--- config.mk ---
export PLATFORM = sky130hd
export DESIGN_NAME = alu_logic_arbiter
export DESIGN_NICKNAME = d
export VERILOG_FILES = /design/src/rtl/alu_logic_arbiter.sv
export SDC_FILE = /design/constraint.sdc
export NUM_CORES = 1
export LEC_CHECK = 0
export BUFFER_PORTS_ARGS = -buffer_cell sky130_fd_sc_hd__buf_2
export CAP_MARGIN = 15
export CORE_UTILIZATION = 34
export CTS_CLUSTER_DIAMETER = 200
export DETAILED_ROUTE_END_ITERATION = 12
export PLACE_DENSITY = 0.59
export SETUP_SLACK_MARGIN = 0.2
export SLEW_MARGIN = 5
export SYNTH_ARGS = -nofsm -noshare
export SYNTH_HDL_FRONTEND = slang
export SYNTH_HIERARCHICAL = 1
export SYNTH_SLANG_ARGS = --single-unit
--- constraint.sdc ---
create_clock -name clk -period 3.1 [get_ports clk]
set_clock_uncertainty 0.2 [all_clocks]
set_input_delay 0.31 -clock clk [delete_from_list [all_inputs] [get_ports clk]]
set_output_delay 0.31 -clock clk [all_outputs]
set_load 0.05 [all_outputs]
--- src/rtl/alu_logic_arbiter.sv ---
// alu_logic_arbiter: round-robin sharing of one logic unit between two requesters with a registered response.
// Optional rsp_zero output is enabled by defining ALU_ARB_ZERO_FLAG_EN.
module alu_logic_arbiter #(
  parameter int INIT_PRIO = 0,
  parameter int CNT_W = 16
) (
  input  logic             clk,
  input  logic             reset,
  input  logic             req0_valid,
  output logic             req0_ready,
  input  logic [31:0]      req0_x,
  input  logic [31:0]      req0_y,
  input  logic [1:0]       req0_fn,
  input  logic             req1_valid,
  output logic             req1_ready,
  input  logic [31:0]      req1_x,
  input  logic [31:0]      req1_y,
  input  logic [1:0]       req1_fn,
  output logic             rsp_valid,
  input  logic             rsp_ready,
  output logic [31:0]      rsp_data,
  output logic             rsp_id,
`ifdef ALU_ARB_ZERO_FLAG_EN
  output logic             rsp_zero,
`endif
  input  logic             cnt_clr,
  output logic [CNT_W-1:0] gnt_cnt0,
  output logic [CNT_W-1:0] gnt_cnt1
);
  typedef enum logic {EMPTY, FULL} state_t;
  state_t state, state_nxt;
  logic prio, can_accept, grant0, grant1, acc;
  logic [31:0] alu_r;
  assign rsp_valid = state == FULL;
  always_comb begin
    can_accept = state == EMPTY || rsp_ready;
    grant0 = req0_valid && (!req1_valid || !prio);
    grant1 = req1_valid && (!req0_valid || prio);
    req0_ready = grant0 && can_accept;
    req1_ready = grant1 && can_accept;
    acc = req0_ready || req1_ready;
    state_nxt = acc ? FULL : (rsp_ready ? EMPTY : state);
  end
  alu_logic_unit u_alu (
    .x  (grant1 ? req1_x : req0_x),
    .y  (grant1 ? req1_y : req0_y),
    .fn (grant1 ? req1_fn : req0_fn),
    .r  (alu_r)
  );
  always_ff @(posedge clk or posedge reset) begin
    if (reset) begin
      state <= EMPTY;
      prio <= INIT_PRIO[0];
      rsp_data <= '0;
      rsp_id <= 1'b0;
    end else begin
      state <= state_nxt;
      if (acc) begin
        rsp_data <= alu_r;
        rsp_id <= grant1;
        prio <= !grant1;
      end
    end
  end
`ifdef ALU_ARB_ZERO_FLAG_EN
  always_ff @(posedge clk or posedge reset) begin
    if (reset) rsp_zero <= 1'b0;
    else if (acc) rsp_zero <= alu_r == '0;
  end
`endif
  // Counters saturate at all-ones; a clear beats a same-cycle increment.
  always_ff @(posedge clk or posedge reset) begin
    if (reset) begin
      gnt_cnt0 <= '0;
      gnt_cnt1 <= '0;
    end else if (cnt_clr) begin
      gnt_cnt0 <= '0;
      gnt_cnt1 <= '0;
    end else begin
      if (req0_ready && gnt_cnt0 != '1) gnt_cnt0 <= gnt_cnt0 + 1'b1;
      if (req1_ready && gnt_cnt1 != '1) gnt_cnt1 <= gnt_cnt1 + 1'b1;
    end
  end
endmodule

module alu_logic_unit (
  input  logic [31:0] x,
  input  logic [31:0] y,
  input  logic [1:0]  fn,
  output logic [31:0] r
);
  always_comb r = fn == 2'b00 ? x & y : fn == 2'b01 ? x | y : fn == 2'b10 ? x ^ y : ~(x | y);
endmodule
==> flow_summary_export.csv <==
group,metric,value,unit
run_status,outcome,"completed",
clock_tree,cts_setup_buffers,0,
setup_path,worstPathRequired,3120,ps
min_path,hold_path_class,"input pin to register",
timing,finalSetupViolations,0,
synth,synth_warn,6,
synth,synth_adder_area_share,18.6,%
power,power_switching,1.93,mW
run,max_cap_viol_count,0,
synth,synthesized_netlist_net_count,837,
die,fp.dieArea,19900,sq um
synth,syn-cell-area,6580,sq um
synth,muxShareOfSynthArea,30.0,%
synth,yosysUniqueCellTypes,46,
cells_and_area,finalInstanceArea,8190,sq um
timing,rsz0062_at_grt,"false",
synth,synth-seq-area-share,25.5,%
drt,detail-route-antenna-nets,0,
cells_and_area,ant_diodes,0,
synth,yosys.area.top_type,"dfrtp_1",
global_routing,grt_max_degree,44,
power,seq_power_share,28.0,%
global_routing,grt_remaining_overflow,0,
drt,vias_per_cell,4.82,
timing,min_period_over_period,89.7,%
cells_and_area,final_common_cell,"buf_2",
place,io_buffers,205,
synth,yosysTopAreaCellShare,25.5,%
place,globalplace.congestion,0.767,
timing,timing.slew.headroom,48.9,%
timing,timing.hold.ws,252,ps
synth,synth_compound_area_share,3.69,%
power,power.share.clock,21.9,%
setup_path,nature_of_the_critical_path_startpoint,"register",
setup_path,critical_path.endpoint_type,"register",
synth,synth_top_flop_cell,"dfrtp_1",
die,initial_core_util,34.9,%
drt,drt-wirelength-per-cell,14.4,um
timing,setup_tns_after_final_layout,0,ps
clock_tree,cts.path.max_buffers,2,
synth,postSynth.asyncResetShare,100,%
timing,finalHoldViolCount,0,
synth,postSynthAreaPerCell,10.9,sq um
setup_path,timing.critical_path.slowest_stage_cell,"mux4_2",
synth,dominant_combinational_cell_family_by_area_after_synthesis,"multiplexers",
setup_path,critical_path.n_buffers_inverters,2,
clock_tree,cts_tree,"yes",
global_routing,grt_usage,15.6,%
clock_tree,cts_clock_pin_slew_for_the_worst_setup_and_hold_paths,60,ps
drt,wirelength,15300,um
clock_tree,cts_num_sinks,67,
die,placeableCoreArea,18800,sq um
drt,detailroute.via_count,5125,
timing,final_max_slew_viol_count,0,
power,power_per_cell_area,534,nW/um^2
drt,detail_route.first_pass.iterations,4,
cells_and_area,layout.nets,1035,
global_routing,antenna_found_initial,0,
setup_path,timing.setup.critical_path_class,"register to register",
timing,worst_slew_pin_slew,766,ps
clock_tree,htree_num_levels,3,
setup_path,worst_path_largest_cell_delay,440,ps
setup_path,critical-path-top-delay-family,"multiplexers",
die,dieWidth,141,um
power,cellLeakagePower,4.22,nW
setup_path,crit_chain,"nand2b_2 -> nand2_8 -> buf_12 -> mux2_2 -> inv_1 -> ha_1 -> mux4_2 -> mux2_1",
clock_tree,clk_root_buffer_cell,"clkbuf_16",
drt,initialDrtViolationCount,108,
synth,synth_area_leaders,"dfrtp_1 (25%), ha_1 (19%), mux2_2 (18%), mux4_2 (11%), inv_1 (6.2%)",
synth,netlist_instances,601,
place,postPlaceCellArea,7840,sq um
timing,maxClockFrequency,0.360,GHz
power,design_internal_power,2.44,mW
die,num_rows,50,
setup_path,arrival,2800,ps
synth,synth_xor_area_share,0,%
drt,route.detailed.drc,0,
setup_path,crit_fanout,18,
timing,period_needed,2780,ps
cells_and_area,area_growth,24.5,%
power,p_sw_share,44.1,%
synth,synth_edf_count,0,
cells_and_area,layout_common_cells,"buf_2 (205), inv_1 (107), mux2_2 (103), ha_1 (98), dfrtp_1 (67)",
die,pin_count,206,
global_routing,vias_in_the_first_global_route,5018,
power,vdd_ir_drop_max,0.228,mV
cells_and_area,drive_above_1_share,47.8,%
place,hpwlAfterDp,11400,um
clock_tree,clkLatencyLatePin,340,ps
die,die_h,141,um
global_routing,grt_first_pass_wirelength,24500,um
synth,post_synth_and_or_nand_nor_area_fraction,13.0,%
power,p_comb_share,50.1,%
clock_tree,cts_made_buffers,9,
synth,register_bit_total_from_synthesis,67,
==> path summary, 6_finish.rpt <==
kind	from	endpoint	slack, ps	depth (start not counted)
worst max-delay path	prio	rsp_data[12]	320	8
worst min-delay path	req1_valid	rsp_id	250	3
worst max register to register	prio	rsp_data[12]	320	8
worst min register to register	rsp_data[13]	rsp_data[13]	280	1
max in group asynchronous	reset	rsp_data[16]	1650	4
min in group asynchronous	reset	rsp_data[10]	390	3
==> cell type report <==
| cell class | instances | area, sq um |
|---|---|---|
| Clock buffer | 10 | 239 |
| Fill cell | 1809 | 10600 |
| Multi-Input combinational cell | 398 | 4320 |
| Sequential cell | 67 | 1680 |
| Clock inverter | 5 | 30.0 |
| Timing Repair Buffer | 214 | 1190 |
| Tap cell | 260 | 325 |
| Inverter | 109 | 409 |
==> synthesized netlist by cell type, types with 10 or more instances <==
cell	n
inv_1	108
mux2_2	104
ha_1	98
dfrtp_1	67
mux4_2	31
nor4_1	17
nor2_1	16
nand2_1	14
nor2b_1	13
nand3_1	12
a21oi_1	11
buf_2	10
==> per-layer routing <==
metal	up-vias	track usage (%)	routed length, um
met5	-	0	0
met4	0	4.23	163
met3	12	4.62	1020
met2	156	26.9	7620
met1	2458	18.7	6490
li1	2499	-	-
==> stage by stage <==
stage | utilization (%) | setup WS [ps] | power, mW | instances
floorplan | - | 273 | 2.87 | 601
global placement | 41.7 | 249 | 3.39 | 1045
detailed placement | 41.7 | 224 | 3.42 | 1045
CTS | 43.1 | 200 | 4.42 | 1061
global route | 43.5 | 209 | 4.63 | 1063
finish | 43.5 | 320 | 4.37 | 1063
==> power by group through the flow <==
stage / registers (mW) / logic (mW) / clock network, mW
after floorplan: 1.98 / 0.887 / 0
after global placement: 1.23 / 2.16 / 0
after detailed placement: 1.23 / 2.19 / 0
after CTS: 1.23 / 2.20 / 1.00
after global routing: 1.26 / 2.36 / 1.02
final: 1.22 / 2.19 / 0.958
==> flip-flops by register name, summed over array words and instances, names as in the netlist <==
register and count:
rsp_data 32, gnt_cnt0 16, gnt_cnt1 16, prio 1, rsp_id 1, rsp_valid 1
==> tightest hold or removal path: stages <==
cell	delay (ps)
buf_2	170
nand3_1	200
nand2_1	80
==> logic make-up after synthesis <==
| family | after synthesis |
|---|---|
| muxes | 143 |
| buffers and inverters | 136 |
| and+or+nand+nor | 121 |
| adders and majority gates | 98 |
| DFF | 67 |
| AOI/OAI and AO/OA | 36 |
==> what timing repair did <==
| action | CTS | global route |
|---|---|---|
| gates resized for setup | 0 | 4 |
| setup endpoints to repair | 0 | 27 |
| hold endpoints to repair | 24 | 0 |
| hold buffers | 1 | 0 |
Power figures use the tool's default switching activity.
